$ cat src/rtl/pipe_pkg.sv
// pipe_pkg: shared pipeline widths, encodings and per-stage NOP bundles.
//   NIBBLE/D_WORD    : field widths used in stage bundles
//   ICODE_NOP, STAT_AOK, REG_NONE : encodings that make up a harmless bundle
//   M_BUNDLE_W       : memory-stage bundle width {stat, icode, valE, valA, dstE, dstM}
//   M_BUNDLE_NOP     : bubble value for the memory stage, usable as NOP_VAL
package pipe_pkg;
    localparam int NIBBLE = 4;
    localparam int D_WORD = 64;
    localparam logic [NIBBLE-1:0] ICODE_NOP = 4'h1;
    localparam logic [NIBBLE-1:0] STAT_AOK = 4'h1;
    localparam logic [NIBBLE-1:0] REG_NONE = 4'hF;
    localparam int M_BUNDLE_W = 4 * NIBBLE + 2 * D_WORD;
    localparam logic [M_BUNDLE_W-1:0] M_BUNDLE_NOP =
        {STAT_AOK, ICODE_NOP, {D_WORD{1'b0}}, {D_WORD{1'b0}}, REG_NONE, REG_NONE};
endpackage

$ cat src/rtl/pipe_sat_cnt.sv
// pipe_sat_cnt: saturating event counter with synchronous clear.
//   clk_i, rstn_i : clock, asynchronous active-low reset (count -> 0)
//   clr_i         : synchronous clear, wins over inc_i
//   inc_i         : count one event this edge, sticks at all-ones
//   cnt_o [W]     : current count
module pipe_sat_cnt #(
    parameter int W = 32
) (
    input  logic         clk_i,
    input  logic         rstn_i,
    input  logic         clr_i,
    input  logic         inc_i,
    output logic [W-1:0] cnt_o
);
    always_ff @(posedge clk_i or negedge rstn_i)
        if (!rstn_i)
            cnt_o <= '0;
        else
            cnt_o <= clr_i ? '0 : (inc_i && !(&cnt_o)) ? cnt_o + 1'b1 : cnt_o;
endmodule

$ cat src/rtl/pipe_stage_reg.sv
// pipe_stage_reg: pipeline stage register with valid/ready, stall, bubble and a 1-entry skid buffer.
//   clk_i, rstn_i            : clock, asynchronous active-low reset
//   in_valid_i/in_data_i     : upstream payload; in_ready_o depends only on state plus stall/bubble
//   out_valid_o/out_data_o   : downstream payload, NOP_VAL when main entry is empty
//   out_ready_i              : downstream accepts
//   stall_i / bubble_i       : hold / flush the stage (bubble wins)
//   With PIPE_STAGE_PERF_EN: perf_clr_i, stall_cnt_o[CNT_W], bubble_cnt_o[CNT_W] saturating counters.
module pipe_stage_reg
    import pipe_pkg::*;
#(
    parameter int DATA_W = M_BUNDLE_W,
    parameter logic [DATA_W-1:0] NOP_VAL = {DATA_W{1'b0}}
`ifdef PIPE_STAGE_PERF_EN
    ,
    parameter int CNT_W = 32
`endif
) (
    input  logic              clk_i,
    input  logic              rstn_i,
    input  logic              in_valid_i,
    input  logic [DATA_W-1:0] in_data_i,
    output logic              in_ready_o,
    output logic              out_valid_o,
    output logic [DATA_W-1:0] out_data_o,
    input  logic              out_ready_i,
    input  logic              stall_i,
    input  logic              bubble_i
`ifdef PIPE_STAGE_PERF_EN
    ,
    input  logic              perf_clr_i,
    output logic [CNT_W-1:0]  stall_cnt_o,
    output logic [CNT_W-1:0]  bubble_cnt_o
`endif
);
    logic              m_v, s_v;
    logic [DATA_W-1:0] m_d, s_d;
    logic              go, acc, pop;

    assign go          = ~stall_i & ~bubble_i;
    assign in_ready_o  = ~s_v & go;
    assign out_valid_o = m_v & go;
    assign out_data_o  = m_v ? m_d : NOP_VAL;
    assign acc         = in_valid_i & in_ready_o;
    assign pop         = out_valid_o & out_ready_i;

    // The skid is only ever occupied while main is, so when main is free or
    // draining, the skid (if any) has first claim on main, then the new input.
    always_ff @(posedge clk_i or negedge rstn_i)
        if (!rstn_i) begin
            m_v <= 1'b0;
            s_v <= 1'b0;
            m_d <= NOP_VAL;
            s_d <= NOP_VAL;
        end else if (bubble_i) begin
            m_v <= 1'b0;
            s_v <= 1'b0;
            m_d <= NOP_VAL;
            s_d <= NOP_VAL;
        end else if (!stall_i) begin
            if (!m_v || pop) begin
                m_v <= s_v | acc;
                m_d <= s_v ? s_d : acc ? in_data_i : NOP_VAL;
                s_v <= 1'b0;
                s_d <= NOP_VAL;
            end else if (acc) begin
                s_v <= 1'b1;
                s_d <= in_data_i;
            end
        end

`ifdef PIPE_STAGE_PERF_EN
    pipe_sat_cnt #(.W(CNT_W)) u_stall_cnt (
        .clk_i  (clk_i),
        .rstn_i (rstn_i),
        .clr_i  (perf_clr_i),
        .inc_i  (stall_i & ~bubble_i),
        .cnt_o  (stall_cnt_o)
    );

    pipe_sat_cnt #(.W(CNT_W)) u_bubble_cnt (
        .clk_i  (clk_i),
        .rstn_i (rstn_i),
        .clr_i  (perf_clr_i),
        .inc_i  (bubble_i),
        .cnt_o  (bubble_cnt_o)
    );
`endif
endmodule
$ cat config.mk
export PLATFORM = sky130hd
export DESIGN_NAME = pipe_stage_reg
export DESIGN_NICKNAME = d
export VERILOG_FILES = /design/src/rtl/pipe_pkg.sv /design/src/rtl/pipe_sat_cnt.sv /design/src/rtl/pipe_stage_reg.sv
export SDC_FILE = /design/constraint.sdc
export NUM_CORES = 1
export LEC_CHECK = 0
export ABC_AREA = 1
export ABC_CLOCK_PERIOD_IN_PS = 1300
export BUFFER_PORTS_ARGS = -buffer_cell sky130_fd_sc_hd__buf_2
export CORE_MARGIN = 5
export CORE_UTILIZATION = 46
export DETAILED_ROUTE_END_ITERATION = 6
export PLACE_DENSITY = 0.71
export SYNTH_ARGS = -nofsm -noshare
export SYNTH_HDL_FRONTEND = slang
export SYNTH_SLANG_ARGS = --single-unit
$ cat constraint.sdc
create_clock -name clk_i -period 1.3 [get_ports clk_i]
set_input_delay 0.13 -clock clk_i [delete_from_list [all_inputs] [get_ports clk_i]]
set_output_delay 0.13 -clock clk_i [all_outputs]
set_load 0.02 [all_outputs]
==> Yosys cells after proc, flatten, opt, wreduce, memory -nomap -nowiden <==
Cells that the tools add are included.
{ "word_totals": {"output_inout_bits": 146, "word_cells": 37, "ramBits": 0, "register_bits": 290, "mem_count": 0, "latchBits": 0, "rom_bits": 0, "in_bits": 150} }
{ "op_classes": {"bitwise_logic": 9, "mul": 0, "n_div": 0, "addsub": 0, "reduce_logical": 6, "n_mux": 17, "eq_ne": 1, "n_lt_le_gt_ge": 0, "shift": 0} }
{ "op_table": {"columns": ["operator", "count"], "rows": [
  ["$mux 144", 10],
  ["$mux 1", 7],
  ["$and 1x1->1", 5],
  ["$reduce_and 2->1", 2],
  ["$not 1->1", 3],
  ["$reduce_bool 3->1", 1],
  ["$ne 2x1->1 const B", 1],
  ["$reduce_bool 2->1", 1],
  ["$logic_not 1->1", 1],
  ["$logic_or 1x1->1", 1],
  ["$or 1x1->1", 1]
]} }

==> Longest topological paths before layout <==
Gate-level depths: netlist of run 1.
{ "depth": {"depth_word": 9, "mapped_depth": 8, "mapped_depth_nobuf": 6} }

==> Worst setup path after synthesis of run 1 <==
OpenSTA, ideal clock, no wires.
{ "synth_timing": {"path_kind": "register to output", "start": "register m_v", "end": "output out_data_o[113]", "t_arrival_ps": 1193, "t_required_ps": 1170, "stages_incl_launch_ff": 6, "path_buffers": 3, "slack_ps": -23, "path_cell_list": "dfrtp_1 buf_2 buf_2 buf_1 nand2_1 inv_1"} }
{ "synth_via": {"elab_chain_len": 1} }
{ "synth_rtl": {"columns": ["item", "line_no", "rtl"], "rows": [
  ["from (decl)", "pipe_stage_reg.sv:35", "logic m_v, s_v;"],
  ["from (signal assigned)", "pipe_stage_reg.sv:61", "m_v <= s_v | acc;"],
  ["$mux 144", "pipe_stage_reg.sv:42", "assign out_data_o = m_v ? m_d : NOP_VAL;"],
  ["to (decl)", "pipe_stage_reg.sv:24", "output logic [DATA_W-1:0] out_data_o,"]
]} }
No other way between the ends.

==> Worst setup path after layout of run 1 <==
{ "layout_timing": {"start": "register m_v", "end": "output out_data_o[143]"} }
Same word-level chain as after synthesis.

==> impl_metrics.py, run 1 <==
metrics = {
    "status": {
        "status": "finished, violations left",
        "violations": "setup timing",
    },
    "synthesis": {
        "yosys-top-cells-count": "nand2_1, dfrtp_1, inv_1, nand3_1, nand4_1",
        "netlist_area_mm2": 0.0146,
        "yosys.area_share.adder": 0,
        "seq_area_frac_synth": 0.499,
        "synth_xor_xnor_area_share": 0,
        "synthDistinctLibCells": 18,
        "synth_edf_count": 0,
        "syn_nets": 2200,
        "async_flop_share": 1.00,
        "synth.largest_area_cell": "dfrtp_1",
        "synth_flop_cell": "dfrtp_1",
        "synth-simple-area-share": 0.412,
        "synth_warnings": 0,
        "synth_top_family_by_area": "simple AND/OR/NAND/NOR gates",
        "synth-compound-area-share": 0.00146,
        "yosysMostFrequentCell": "nand2_1",
        "synthMuxAreaShare": 0,
        "avgSynthCellArea_um2": 7.10,
        "ys_ff_latch": 290,
        "syn-instance-count": 2050,
        "synth_top_area_frac": 0.499,
        "synthTopCellsByArea": "dfrtp_1, nand2_1, nand4_1",
    },
    "global_route": {
        "track_usage": 0.261,
        "grt_overflow": 0,
        "grt_pass1_wl_um": 77500,
        "grt_pass1_vias": 15000,
        "grt_antenna_before_repair": 4,
        "grt_max_degree": 76,
    },
    "setup_path": {
        "start_kind": "flop",
        "worstPathMaxFanout": 16,
        "criticalPathCategory": "reg -> out",
        "crit_arrival_ns": 1.66,
        "worstPathRequired_ns": 1.17,
        "endpoint_kind": "primary output",
    },
    "sta": {
        "hold_violations": 0,
        "fin_crit_sh": 1.38,
        "period_needed_ns": 1.79,
        "rsz0062_at_grt": "yes",
        "hold_slack_ns": 0.0978,
        "clock_skew_ns": 0.00844,
        "worst_slew_pin_slew_ns": 0.398,
        "fin_ws_ns": -0.488,
        "slew_violations": 0,
        "setup_violations": 435,
        "fmax_ghz": 0.559,
        "max_slew_margin": 0.735,
    },
    "die": {
        "die_h_um": 188,
        "rows": 65,
        "start_util": 0.464,
        "dieArea_mm2": 0.0353,
        "pin_count": 296,
        "fp.coreArea_mm2": 0.0314,
        "die_x_um": 188,
    },
    "placed_design": {
        "gp_congestion": 0.822,
        "place_area_mm2": 0.0170,
        "dp_hpwl_um": 28000,
        "dp_slack_ns": -0.165,
        "portBuffers": 295,
    },
    "route": {
        "vias": 15100,
        "drt_wl_total_um": 47100,
        "routedWlPerCell_um": 16.3,
        "drc": 0,
        "first_pass_iters": 6,
        "viasPerCell": 5.25,
        "drt_first_iter_violations": 1502,
        "drtAntennaViolNets": 0,
    },
    "clock_network": {
        "cts_tree": "done",
        "clock_latency_ns": 0.50,
        "root_buffer": "clkbuf_16",
        "htree_levels": 2,
        "cts_made_buffers": 34,
        "cts.clk_slew.worst_paths_ns": 0.06,
        "clkSinkCount": 290,
        "clk_path_buf_depth": 3,
    },
    "layout": {
        "nNetsFinal": 2612,
        "final_util": 0.638,
        "final_area_mm2": 0.0200,
        "drive_gt1_frac": 0.192,
        "syn2layout_area_growth_pct": 37.5,
    },
    "pwr": {
        "power_density_mw_per_mm2": 1040,
        "p_total_mw": 20.9,
        "leakage_nw": 12.3,
        "vdd.ir_drop.worst_v": 0.000796,
    },
    "worst_hold_path": {
        "hold_path.class": "in -> async",
    },
    "flow_run": {
        "cap_violations": 0,
    },
}
## per-stage QoR
step | instances | TNS [ns]
final | 2885 | -118.65
after CTS | 2879 | -122.85
after detailed placement | 2676 | -34.12
after floorplan | 2050 | -0.308
after global placement | 2676 | -25.55
after global routing | 2885 | -148.56
## path summary, 6_finish.rpt
kind / startpoint / endpoint / slack, ns / depth (start not counted)
hold reg to reg: m_d[90] / m_d[90] / 0.48 / 2
max in group asynchronous: rstn_i / m_d[88] / 0.57 / 4
min in group clk_i: stall_i / s_v / 0.16 / 3
setup / recovery: m_v / out_data_o[143] / -0.49 / 5
setup reg to reg: s_v / m_d[125] / -0.27 / 7
hold / removal: rstn_i / m_d[112] / 0.1 / 2
## sequential cells by signal, summed over array words and instances (netlist names)
| name | count |
|---|---|
| m_v | 1 |
| s_v | 1 |
| m_d | 144 |
| s_d | 144 |
## layout by cell type (no fill, tap or decap)
cell type and count:
inv_2 7, buf_4 75, clkbuf_1 7, buf_6 19, buf_12 42, a22oi_1 1, dlygate4sd3_1 145, clkinv_2 1
inv_4 1, inv_1 141, nand2_8 1, nor2_4 5, dfrtp_4 2, clkbuf_16 39, nand2_2 22, diode_2 4
nand4_1 144, nand3_1 144, buf_2 245, dfrtp_1 288, clkinvlp_4 1, o21ai_0 1, clkbuf_8 7, nand3_4 1
buf_8 1, nand2_4 1, buf_16 4, nand2_1 1133, a21oi_4 1
## area by class of cell
cell class | count | area, µm²
well taps | 402 | 503
flip-flops and latches | 290 | 7260
diodes | 4 | 10.0
clock buffers | 51 | 1050
repair buffers | 533 | 4470
fillers | 2605 | 11400
clock inverters | 2 | 12.5
multi-input cells | 1454 | 6150
inverters | 149 | 562
## report_power, final
group	switching, mW	leakage (nW)	total (mW)	internal, mW
sequential	0.0636	4.04	9.20	9.13
clock	3.64	0.519	9.16	5.52
combinational	1.51	7.79	2.56	1.04
## timing repair
| item | 4_1_cts | 5_1_grt |
|---|---|---|
| resized for setup | 45 | 65 |
| pin swaps | 4 | 1 |
| buffers inserted | 2 | 0 |
| hold endpoints to repair | 534 | 0 |
| cloned | 3 | 2 |
| endpoints found under the setup margin | 435 | 436 |
| hold buffers | 145 | 0 |
## layer usage
| layer | share of wire | track usage | vias up |
|---|---|---|---|
| li1 | - | - | 7175 |
| met1 | 0.42 | 0.361 | 7138 |
| met3 | 0.083 | 0.0478 | 95 |
| met4 | 0.026 | 0.0726 | 0 |
| met5 | 0 | 0 | - |
| met2 | 0.47 | 0.425 | 738 |
## logic make-up (layout without fill, tap and decap cells)
family	count (synthesis)	after routing
other cells	0	4
compound gates	3	3
flops	290	290
buf+inv	306	735
simple gates	1451	1451
## critical path: stages, from the launching register on
cell,delay [ns]
dfrtp_4,0.50
buf_12,0.17
clkbuf_16,0.20
nand2_1,0.09
inv_1,0.04
buf_2,0.15
Note: power is estimated with default switching activity, not from simulation.
==> inputs of run 2 (changes only) <==
Settings changed: ABC_CLOCK_PERIOD_IN_PS 1300 to 2000, PLACE_DENSITY 0.71 to 0.69.
Clock period 1.3 ns to 2 ns, I/O delays scaled along.
==> run 2 against run 1 <==
The run now ends clean. Sequential power down 35%. Core utilization down 3.3 points. Combinational power down 44%. Global-route usage down 0.85 points. Setup slack better by 0.56 ns. Total power down 36%. Via count down 2.4%. Cell count down 2.0%. Sequential share of layout area up 2.0 points. Worst hold slack better by 0.028 ns. Non-clock buffer count down 60.
==> impl_metrics.py, run 2 (synthesized netlist as in run 1, its figures left out) <==
metrics = {
    "status": {
        "status": "complete, no violations",
    },
    "sta": {
        "clock_skew_ns": 0.0144,
        "max_slew_margin": 0.562,
        "hold_slack_ns": 0.125,
        "setup_violations": 0,
        "hold_violations": 0,
        "worst_slew_pin_slew_ns": 0.657,
        "fmax_ghz": 0.519,
        "fin_crit_sh": 0.963,
        "period_needed_ns": 1.93,
        "slew_violations": 0,
        "rsz0062_at_grt": "yes",
    },
    "layout": {
        "instances_no_fill": 2826,
        "layout_commonest_cell": "nand2_1",
        "drive_gt1_frac": 0.161,
        "final_util": 0.604,
        "layout_common_cells": "nand2_1, buf_2, dfrtp_1",
        "syn2layout_area_growth_pct": 30.4,
        "reg_top3": "m_d (144), s_d (144)",
        "nNetsFinal": 2549,
    },
    "pwr": {
        "power_density_mw_per_mm2": 706,
        "vdd.ir_drop.worst_v": 0.000625,
        "leakage_nw": 11.9,
    },
    "setup_path": {
        "criticalPathCategory": "reg -> out",
        "r2r-start": "s_v",
        "worstPathMaxFanout": 37,
        "endpoint_kind": "primary output",
        "start_kind": "flop",
        "cp-startpoint": "m_v",
        "worstPathRequired_ns": 1.80,
        "crit_arrival_ns": 1.73,
    },
    "clock_network": {
        "cts_made_buffers": 31,
        "cts.clk_slew.worst_paths_ns": 0.06,
        "root_buffer": "clkbuf_16",
        "htree_levels": 1,
        "clkSinkCount": 290,
        "cts_tree": "done",
        "clk_path_buf_depth": 3,
        "clock_latency_ns": 0.55,
    },
    "global_route": {
        "grt_overflow": 0,
        "grt_pass1_vias": 14800,
        "grt_antenna_before_repair": 2,
        "grt_pass1_wl_um": 75800,
        "met1_usage": 0.351,
        "grt_max_degree": 89,
        "grt_busiest_layer": "met2",
        "gr-usage-met3": 0.0426,
        "use_met2": 0.410,
        "track_usage": 0.252,
    },
    "die": {
        "dieArea_mm2": 0.0353,
        "die_h_um": 188,
        "fp.coreArea_mm2": 0.0314,
        "pin_count": 296,
        "start_util": 0.464,
        "rows": 65,
        "die_x_um": 188,
    },
    "worst_hold_path": {
        "hold_path.class": "in -> async",
    },
    "placed_design": {
        "gp_congestion": 0.787,
        "dp_hpwl_um": 25200,
        "dp_cells": 2620,
        "portBuffers": 295,
    },
    "route": {
        "routedWlPerCell_um": 16.0,
        "drc": 0,
        "first_pass_iters": 5,
        "drtAntennaViolNets": 0,
        "vias": 14800,
        "drt_wl_total_um": 45100,
        "drt_first_iter_violations": 1297,
        "viasPerCell": 5.23,
    },
    "flow_run": {
        "cap_violations": 0,
    },
}
-- run 2: changes by cell type in the layout (fill, tap and decap cells not counted), moves of 5 or more --
cell / delta
clkbuf_16: -7
buf_4: -62
clkinv_2: +7
nand2_1: +22
bufinv_16: +5
buf_12: -24
buf_6: -16
nand2_2: -21
buf_2: +44
-- run 2: report_power, final --
group          leakage, nW  switching (mW)  internal (mW)
combinational         7.37           0.917          0.515
clock                0.521            2.39           3.60
sequential            4.04          0.0450           5.93
total                 11.9            3.36           10.0
-- run 2: worst max-delay path, stage by stage, from the launching register on --
cell     delay, ns
dfrtp_4       0.53
buf_16        0.24
nand2_1       0.08
inv_1         0.10
buf_2         0.17
-- run 2: layout make-up --
cell class	count	area, µm²
fillers	2758	12400
inverters	149	562
well taps	402	503
clock buffers	39	836
multi-input cells	1454	6060
repair buffers	473	3520
clock inverters	17	223
diodes	2	5.00
flip-flops and latches	290	7260
-- run 2: repair_timing --
| action | 4_1_cts | 5_1_grt |
|---|---|---|
| endpoints found under the setup margin | 4 | 46 |
| hold buffers | 145 | 0 |
| endpoints found under the hold margin | 525 | 0 |
| gates resized for setup | 2 | 7 |
| buffers inserted | 0 | 1 |
| gates cloned | 1 | 1 |
-- run 2: final timing paths --
| path | endpoint | slack (ns) | depth (start not counted) |
|---|---|---|---|
| min | s_d[108] | 0.13 | 2 |
| min in group clk_i | m_v | 0.13 | 4 |
| max in group asynchronous | m_d[37] | 1.16 | 3 |
| min reg2reg | m_d[98] | 0.48 | 2 |
| max | out_data_o[54] | 0.07 | 4 |
| max reg2reg | s_d[17] | 0.30 | 6 |
-- run 2: routing by layer --
| metal | vias to the layer above | part of all wire |
|---|---|---|
| met3 | 75 | 0.080 |
| met5 | - | 0.00020 |
| met2 | 655 | 0.45 |
| met1 | 7007 | 0.44 |
| li1 | 7042 | - |
| met4 | 2 | 0.027 |
-- run 2: per-stage QoR --
| stage | cell area [µm²] | power, mW | TNS (ns) | worst slack, ns |
|---|---|---|---|---|
| after floorplan | 14600 | 6.65 | 0 | 0.607 |
| after global placement | 16400 | 7.25 | 0 | 0.367 |
| after detailed placement | 16400 | 7.26 | 0 | 0.357 |
| after CTS | 18900 | 13.5 | 0 | 0.00395 |
| after global routing | 19000 | 13.9 | -0.00575 | -0.00511 |
| final | 19000 | 13.4 | 0 | 0.0735 |
==> inputs of run 3 (changes only) <==
Settings changed: REMOVE_ABC_BUFFERS from default to 1.
==> run 3 against run 2 <==
Clock skew shrank 0.0029 ns. Core utilization grew 0.22 points. Design area grew 0.37%. Sequential power is essentially flat. Clock power shrank 2%. Maximum frequency shrank 0.51%. Wire length grew 2.0%. Sequential share of layout area shrank 0.14 points. Register-to-register slack lost 0.06 ns. Largest cell class unchanged.
==> impl_metrics.py, run 3 (synthesized netlist as in run 1, its figures left out) <==
metrics = {
    "status": {
        "status": "complete, no violations",
    },
    "global_route": {
        "grt_pass1_vias": 14700,
        "grt_pass1_wl_um": 75700,
        "grt_antenna_before_repair": 2,
        "grt_max_degree": 146,
        "track_usage": 0.253,
        "grt_overflow": 0,
    },
    "clock_network": {
        "clock_latency_ns": 0.55,
        "cts_tree": "done",
        "root_buffer": "clkbuf_16",
        "clk_path_buf_depth": 3,
        "clkSinkCount": 290,
        "cts_made_buffers": 31,
        "htree_levels": 1,
        "cts.clk_slew.worst_paths_ns": 0.06,
    },
    "sta": {
        "slew_violations": 0,
        "period_needed_ns": 1.94,
        "max_slew_margin": 0.332,
        "setup_violations": 0,
        "timing.setup.tns_ns": 0,
        "fmax_ghz": 0.516,
        "rsz0062_at_grt": "yes",
        "worst_slew_pin_slew_ns": 1.00,
        "hold_violations": 0,
        "clock_skew_ns": 0.0115,
        "fin_ws_ns": 0.0635,
        "fin_crit_sh": 0.968,
    },
    "placed_design": {
        "dp_slack_ns": 0.394,
        "place_area_mm2": 0.0164,
        "portBuffers": 295,
        "dp_hpwl_um": 24600,
        "gp_congestion": 0.782,
        "dp_cells": 2621,
    },
    "route": {
        "routedWlPerCell_um": 16.3,
        "vias": 14700,
        "drt_wl_total_um": 46000,
        "top_layer": "met4",
        "first_pass_iters": 5,
        "route.met2.wl_um": 21800,
        "drtAntennaViolNets": 0,
        "dr_wl_met3_um": 3410,
        "viasPerCell": 5.21,
        "wl_met1_um": 19500,
        "drt_first_iter_violations": 1596,
        "drc": 0,
    },
    "setup_path": {
        "worstPathMaxFanout": 42,
        "endpoint_kind": "primary output",
        "worstPathRequired_ns": 1.80,
        "start_kind": "flop",
        "criticalPathCategory": "reg -> out",
        "crit_arrival_ns": 1.74,
    },
    "layout": {
        "instances_no_fill": 2826,
        "nNetsFinal": 2549,
        "final_area_mm2": 0.0190,
        "syn2layout_area_growth_pct": 30.8,
        "seq_area_mm2": 0.00726,
        "drive_gt1_frac": 0.163,
        "layout_commonest_cell": "nand2_1",
        "multiInputGateArea_mm2": 0.00608,
        "reg_top3": "m_d (144), s_d (144)",
        "fillers": 2788,
        "layout_common_cells": "nand2_1, dfrtp_1, buf_2",
    },
    "pwr": {
        "vdd.ir_drop.worst_v": 0.000810,
        "power_density_mw_per_mm2": 698,
        "leakage_nw": 11.9,
        "p_total_mw": 13.3,
    },
    "die": {
        "die_x_um": 188,
        "rows": 65,
        "die_h_um": 188,
        "pin_count": 296,
        "fp.coreArea_mm2": 0.0314,
        "dieArea_mm2": 0.0353,
        "start_util": 0.464,
    },
    "flow_run": {
        "cap_violations": 0,
    },
    "worst_hold_path": {
        "hold_path.class": "in -> reg",
    },
}
run 3: cell types whose count changed in the layout (fill, tap and decap cells not counted), moves of 2 or more:
cell,before,now
buf_12,18,20
buf_2,289,271
buf_4,13,31
buf_6,3,0
bufinv_16,5,2
clkbuf_1,5,10
clkbuf_8,3,11
clkinv_2,8,2
clkinvlp_4,2,0
inv_1,145,143
inv_2,3,5
inv_6,2,0
nand2_1,1155,1149
nand2_2,1,7
run 3: worst paths after layout:
kind / start / endpoint / slack, ns / cells after the start
min in group asynchronous: rstn_i / m_d[127] / 0.16 / 2
max in group asynchronous: rstn_i / s_d[7] / 1.13 / 3
setup / recovery: m_v / out_data_o[31] / 0.06 / 4
setup reg to reg: s_v / s_d[73] / 0.24 / 5
hold reg to reg: m_d[41] / m_d[41] / 0.48 / 2
hold / removal: bubble_i / m_v / 0.12 / 4
run 3: final cells by class:
class | count | area share
clock inverters | 4 | 0.00368
repair buffers | 473 | 0.189
well taps | 402 | 0.0264
flip-flops and latches | 290 | 0.381
clock buffers | 52 | 0.0507
inverters | 149 | 0.0295
multi-input cells | 1454 | 0.319
diodes | 2 | 0.000263
run 3: stage by stage:
stage / utilization / hold slack (ns)
final: 0.607 / 0.124
after global routing: 0.607 / 0.127
after CTS: 0.604 / 0.0804
after detailed placement: 0.522 / 0.148
after global placement: 0.522 / 0.141
after floorplan: - / -0.0956
run 3: worst max-delay path, cell delays in order, from the launching register on:
cell and delay (ns):
dfrtp_4 0.53, buf_16 0.26, nand2_1 0.09, inv_1 0.10
buf_4 0.15
run 3: what timing repair did:
action,4_1_cts,5_1_grt
setup endpoints to repair,82,126
hold buffers,145,0
buffers inserted,0,0
gates cloned,1,1
resized for setup,13,23
hold endpoints to repair,439,0
run 3: metal layers:
metal | vias up | track usage
li1 | 7041 | -
met1 | 6962 | 0.347
met2 | 653 | 0.421
met3 | 79 | 0.0395
met4 | 0 | 0.0740
met5 | - | 0
run 3: where the power goes:
part | internal [mW] | switching, mW
clock network | 3.50 | 2.35
logic | 0.526 | 0.929
registers | 5.94 | 0.0468
